### src/rtl/regfile_exec_seq_pkg.sv
// Shared opcode, shift, state and flag definitions for the execute sequencer.
package regfile_exec_seq_pkg;

  localparam int W_DEF  = 16;
  localparam int RW_DEF = 3;

  typedef enum logic [1:0] {
    OP_ADD = 2'b00,
    OP_CMP = 2'b01,
    OP_AND = 2'b10,
    OP_MVN = 2'b11
  } op_t;

  typedef enum logic [1:0] {
    SH_NONE = 2'b00,
    SH_LSL1 = 2'b01,
    SH_LSR1 = 2'b10,
    SH_ASR1 = 2'b11
  } shift_t;

  typedef enum logic [2:0] {
    S_IDLE = 3'd0,
    S_RDA  = 3'd1,
    S_RDB  = 3'd2,
    S_EXEC = 3'd3,
    S_WB   = 3'd4
  } state_t;

  typedef struct packed {
    logic n;
    logic v;
    logic z;
  } flags_t;

  // Two's-complement overflow: addend signs agree but the sum sign differs.
  function automatic logic add_ovf(input logic sa, input logic sb, input logic sr);
    return (sa == sb) && (sr != sa);
  endfunction

endpackage

### src/rtl/regfile_exec_seq_shifter.sv
// Single-bit shifter applied to operand B before the ALU.
module shifter16
  import regfile_exec_seq_pkg::*;
#(
  parameter int W = W_DEF
) (
  input  logic [W-1:0] din,
  input  logic [1:0]   shift,
  output logic [W-1:0] dout
);

  always_comb begin
    dout = din;
    case (shift_t'(shift))
      SH_NONE: dout = din;
      SH_LSL1: dout = {din[W-2:0], 1'b0};
      SH_LSR1: dout = {1'b0, din[W-1:1]};
      SH_ASR1: dout = {din[W-1], din[W-1:1]};
      default: dout = din;
    endcase
  end

endmodule

### src/rtl/regfile_exec_seq.sv
// Multi-cycle execute sequencer: reads Rn/Rm from the regfile, runs the ALU, writes Rd back.
module regfile_exec_seq
  import regfile_exec_seq_pkg::*;
#(
  parameter int W  = W_DEF,
  parameter int RW = RW_DEF
) (
  input  logic          clk,
  input  logic          reset_n,
  input  logic          start,
  input  logic [1:0]    op,
  input  logic [1:0]    shift,
  input  logic [RW-1:0] rn,
  input  logic [RW-1:0] rm,
  input  logic [RW-1:0] rd,
  input  logic [W-1:0]  rf_rdata,
  output logic [RW-1:0] readnum,
  output logic [RW-1:0] writenum,
  output logic          write,
  output logic [W-1:0]  wb_data,
  output logic [2:0]    status,
  output logic          busy,
  output logic          done
);

  state_t        state;
  op_t           op_q;
  shift_t        sh_q;
  logic [RW-1:0] rm_q;
  logic [RW-1:0] rd_q;

  logic [W-1:0]  a_q;
  logic [W-1:0]  b_q;
  logic [W-1:0]  c_q;
  logic [W-1:0]  b_sh;
  logic [W-1:0]  b_neg;
  logic [W-1:0]  alu_res;
  logic          alu_v;
  flags_t        alu_flags;

  // The readnum register itself holds the latched rn, so no separate rn copy is kept.
  always_ff @(posedge clk) begin
    if (!reset_n) begin
      state    <= S_IDLE;
      op_q     <= OP_ADD;
      sh_q     <= SH_NONE;
      rm_q     <= '0;
      rd_q     <= '0;
      readnum  <= '0;
      writenum <= '0;
      write    <= 1'b0;
      busy     <= 1'b0;
      done     <= 1'b0;
    end else begin
      write <= 1'b0;
      done  <= 1'b0;
      case (state)
        S_IDLE: begin
          if (start) begin
            op_q <= op_t'(op);
            sh_q <= shift_t'(shift);
            rm_q <= rm;
            rd_q <= rd;
            busy <= 1'b1;
            if (op_t'(op) == OP_MVN) begin
              state   <= S_RDB;
              readnum <= rm;
            end else begin
              state   <= S_RDA;
              readnum <= rn;
            end
          end
        end
        S_RDA: begin
          state   <= S_RDB;
          readnum <= rm_q;
        end
        S_RDB: begin
          state   <= S_EXEC;
          readnum <= '0;
        end
        S_EXEC: begin
          state    <= S_WB;
          writenum <= rd_q;
          write    <= (op_q != OP_CMP);
          done     <= 1'b1;
        end
        S_WB: begin
          state <= S_IDLE;
          busy  <= 1'b0;
        end
        default: begin
          state   <= S_IDLE;
          readnum <= '0;
          busy    <= 1'b0;
        end
      endcase
    end
  end

  always_ff @(posedge clk) begin
    if (!reset_n) begin
      a_q <= '0;
    end else if (state == S_RDA) begin
      a_q <= rf_rdata;
    end
  end

  always_ff @(posedge clk) begin
    if (!reset_n) begin
      b_q <= '0;
    end else if (state == S_RDB) begin
      b_q <= rf_rdata;
    end
  end

  always_ff @(posedge clk) begin
    if (!reset_n) begin
      c_q    <= '0;
      status <= '0;
    end else if (state == S_EXEC) begin
      c_q    <= alu_res;
      status <= alu_flags;
    end
  end

  shifter16 #(.W(W)) u_shifter (
    .din   (b_q),
    .shift (sh_q),
    .dout  (b_sh)
  );

  // CMP is A plus the two's complement of Bsh so the same overflow rule covers both ops.
  always_comb begin
    b_neg   = ~b_sh + W'(1);
    alu_res = '0;
    alu_v   = 1'b0;
    case (op_q)
      OP_ADD: begin
        alu_res = a_q + b_sh;
        alu_v   = add_ovf(a_q[W-1], b_sh[W-1], alu_res[W-1]);
      end
      OP_CMP: begin
        alu_res = a_q + b_neg;
        alu_v   = add_ovf(a_q[W-1], b_neg[W-1], alu_res[W-1]);
      end
      OP_AND:  alu_res = a_q & b_sh;
      OP_MVN:  alu_res = ~b_sh;
      default: alu_res = '0;
    endcase
    alu_flags.n = alu_res[W-1];
    alu_flags.v = alu_v;
    alu_flags.z = (alu_res == '0);
  end

  assign wb_data = c_q;

endmodule

### config.mk
export PLATFORM = sky130hd
export DESIGN_NAME = regfile_exec_seq
export DESIGN_NICKNAME = d
export VERILOG_FILES = /design/src/rtl/regfile_exec_seq_pkg.sv /design/src/rtl/regfile_exec_seq_shifter.sv /design/src/rtl/regfile_exec_seq.sv
export SDC_FILE = /design/constraint.sdc
export NUM_CORES = 1
export LEC_CHECK = 0
export BUFFER_PORTS_ARGS = -buffer_cell sky130_fd_sc_hd__buf_2
export CORE_MARGIN = 2
export CORE_UTILIZATION = 45
export DETAILED_ROUTE_END_ITERATION = 8
export HOLD_SLACK_MARGIN = 0.15
export MAX_ROUTING_LAYER = met4
export PLACE_DENSITY = 0.66
export REMOVE_ABC_BUFFERS = 1
export SLEW_MARGIN = 0
export SYNTH_ARGS = -nofsm -noshare
export SYNTH_HDL_FRONTEND = slang
export SYNTH_SLANG_ARGS = --single-unit
export TNS_END_PERCENT = 100
### constraint.sdc
create_clock -name clk -period 5.95 [get_ports clk]
set_input_delay 0.595 -clock clk [delete_from_list [all_inputs] [get_ports clk]]
set_output_delay 0.595 -clock clk [all_outputs]
set_load 0.01 [all_outputs]
==> run_results.csv <==
group,metric,value,unit
outcome,status,"completed",
synthesis,synth_area,0.00564,mm2
critical_path,crit_path_start,"sh_q[1]",
clock_tree,numClockSinks,72,
timing,rsz0062_at_grt,"false",
clock_tree,cts_tree,"built",
synthesis,async_reset_ff_share,0,%
timing,slew_violations,0,
power,switching_power,795,uW
floorplanning,coreArea,0.0121,mm2
critical_path,endpoint_kind,"flip-flop",
drt,routed_wl,14500,um
synthesis,yosysMostFrequentCell,"nand2_1",
critical_path,path_cells,"buf_4, a21oi_1, a21oi_1, nand2_1, nor4_1, xnor2_1, ha_1, and2_1, o21ai_1, a31o_2, nor3_1, nor3_2, xnor2_1, a2111oi_0, nand4_1, nand2_1",
layout,layout-drive-gt1-share,15.1,%
power,p_clk_share,25.0,%
placement,gp_congestion,0.895,
timing,fin_crit,4320,ps
synthesis,ys_top_cells_by_count,"139 x nand2_1, 72 x dfxtp_1, 54 x a21boi_0, 41 x nor2_1, 40 x a21oi_1",
drt,vias,5208,
power,leakage,0.00263,uW
power,ir_drop,0.000150,V
critical_path,cp.arrival,4600,ps
layout,finalNetCount,824,
power,combPwrFrac,46.0,%
layout,stdcell_count,929,
floorplanning,die_h,116,um
critical_path,critical-path-max-stage-delay,630,ps
clock_tree,htreeDepth,3,
drt,drt-pass1-iter-count,5,
power,p_seq_share,28.9,%
critical_path,start_kind,"flip-flop",
global_route,gr-total-overflow,0,
timing,fin_tns_setup,0,ps
critical_path,r2r-start,"sh_q[1]",
floorplanning,dieWidth,116,um
clock_tree,root_buffer,"clkbuf_16",
power,powerDensity,317,mW/mm2
critical_path,cp_data_required_time,6230,ps
timing,setup_violations,0,
placement,dpl.hpwl,11100,um
timing,fin_worst_skew,12.3,ps
synthesis,synth_area_leaders,"dfxtp_1 26%, nand2_1 9.2%, ha_1 7.3%",
clock_tree,cts_inserted_buffers,9,
timing,tightest_slew,991,ps
worst_hold_path,min_path_cells,2,
critical_path,reg2reg_depth,16,
floorplanning,core.rowCount,40,
worst_hold_path,min_from,"status[0]",
global_route,grt_max_degree,71,
layout,n_antenna_cell,0,
critical_path,cp.buffers_inverters,1,
placement,postPlaceCellArea,0.00600,mm2
clock_tree,clock_latency,340,ps
global_route,antenna_found_initial,0,
synthesis,ys_seq_elements,72,
synthesis,synth_area_per_cell,7.87,um2
drt,drc,0,
floorplanning,initial_core_util,46.6,%
global_route,grt_pass1_wl,24200,um
placement,placedCellCount,914,
drt,viasPerCell,5.61,
power,internal_power,1190,uW
job,drv_cap,0,
placement,port_buffers,59,
timing,fmax,231,MHz
synthesis,ys_seq_area_share,25.5,%
timing,period_share,72.6,%
floorplanning,die_area,0.0135,mm2
power,switching_share,40.0,%
synthesis,ys_warn_count,0,
synthesis,synthFlopType,"dfxtp_1",
worst_hold_path,hold_path.class,"reg2reg",
drt,ant_nets,0,
drt,drt-initial-drc-count,288,
synthesis,yosys.area.top_type,"dfxtp_1",
clock_tree,cts_setup_buffers,0,
global_route,grt_pass1_vias,4768,
clock_tree,postCtsHoldBufs,0,
critical_path,slowest_stage,"a2111oi_0",
critical_path,crit_fanout,44,
clock_tree,clockBufferDepth,2,
critical_path,worst-path-stages,16,
layout,final_util,51.8,%
clock_tree,cts_resized,0,
synthesis,syn-instance-count,717,
critical_path,path_delay_family,"compound AO/OA/AOI/OAI gates",
layout,stdcell_area,0.00627,mm2
global_route,grtUsageTotal,23.5,%
timing,hold_viol_final,0,
timing,slew-limit-headroom,33.7,%
synthesis,netlist-cell-type-count,80,
synthesis,synth_top_cell_area_share,25.5,%
drt,wl_per_cell,15.6,um
critical_path,critPathKind,"reg2reg",
synthesis,synth_edf_count,0,
clock_tree,path_clk_slew,60,ps
floorplanning,ios,60,
layout,area_delta_synth_final,11.1,%
## logic make-up (layout without fill, tap and decap cells)
group                    Yosys count  count (layout)  share of synthesized area, %
flip-flops                        72              72                          25.5
XOR/XNOR                          27              27                          4.32
adder cells (fa/ha/maj)           35              35                          8.02
multiplexers                      22              22                          4.83
AND/OR/NAND/NOR                  283             283                          24.5
AO/OA/AOI/OAI                    217             217                          27.7
buffers and inverters             61             105                          5.12
## stage by stage
| step | power [uW] | setup WS [ps] | hold WS [ps] |
|---|---|---|---|
| 6_report | 1990 | 1630 | 442 |
| 2_1_floorplan | 1270 | 1900 | 441 |
| 4_1_cts | 1990 | 1730 | 447 |
| 5_1_grt | 2150 | 1330 | 481 |
| 3_3_place_gp | 1480 | 1940 | 447 |
| 3_5_place_dp | 1490 | 1760 | 439 |
## power groups by stage
stage               clock [uW]  combinational (uW)  sequential, uW
detailed placement           0                 902             584
floorplan                    0                 677             589
finish                     497                 914             574
CTS                        506                 908             574
global placement             0                 894             581
global route               535                1030             582
## metal layers
layer	global-route usage [%]	share of wire [%]	up-vias
met5	-	0	-
met4	8.17	1.9	0
met3	3.71	5.5	22
met2	33.6	42	159
met1	33.4	50	2376
li1	-	-	2651
## cell type report
class | instances | area [um2]
clock inverters | 3 | 18.8
multi-input cells | 584 | 3910
clock buffers | 12 | 246
fillers | 1209 | 5840
well taps | 168 | 210
repair buffers | 66 | 348
flip-flops and latches | 72 | 1440
inverters | 24 | 90.1
## sequential cells by signal, indices dropped and copies added, names as in the netlist
signal	flops
op_q	2
rd_q	3
write	1
wb_data	15
sh_q	2
b_q	16
status	3
a_q	16
rm_q	3
state	3
done	1
writenum	3
busy	1
readnum	3
## layout by cell type (no fill, tap or decap), types with 5 or more instances in the layout
master       n
a211oi_1    10
a21boi_0    54
a21o_1      10
a21oi_1     40
a22oi_1      5
and2_1      12
and3_1       8
buf_2       59
buf_4        7
clkbuf_16    9
dfxtp_1     72
ha_1        33
inv_1       22
mux2i_1     13
nand2_1    139
nand2b_1    12
nand3_1     13
nor2_1      41
nor2b_1      8
nor3_1      13
o21a_1       5
o21ai_0     29
o21ai_1      7
or3_1        7
xnor2_1     16
xor2_1      10
## worst reg2reg max path: cells and delay by family, from the launching register on
kind / cells / cell delay, ps
AO/OA/AOI/OAI: 5 / 1540
XOR/XNOR: 2 / 300
adder cells (fa/ha/maj): 1 / 320
buffers and inverters: 1 / 340
flip-flops: 1 / 310
AND/OR/NAND/NOR: 7 / 1470
## path summary, 6_finish.rpt
kind,end,slack (ps)
min reg2reg,status[0],440
min,status[0],440
max,status[0],1630
max reg2reg,status[0],1630
No activity file was read; power rests on OpenSTA's default activity.
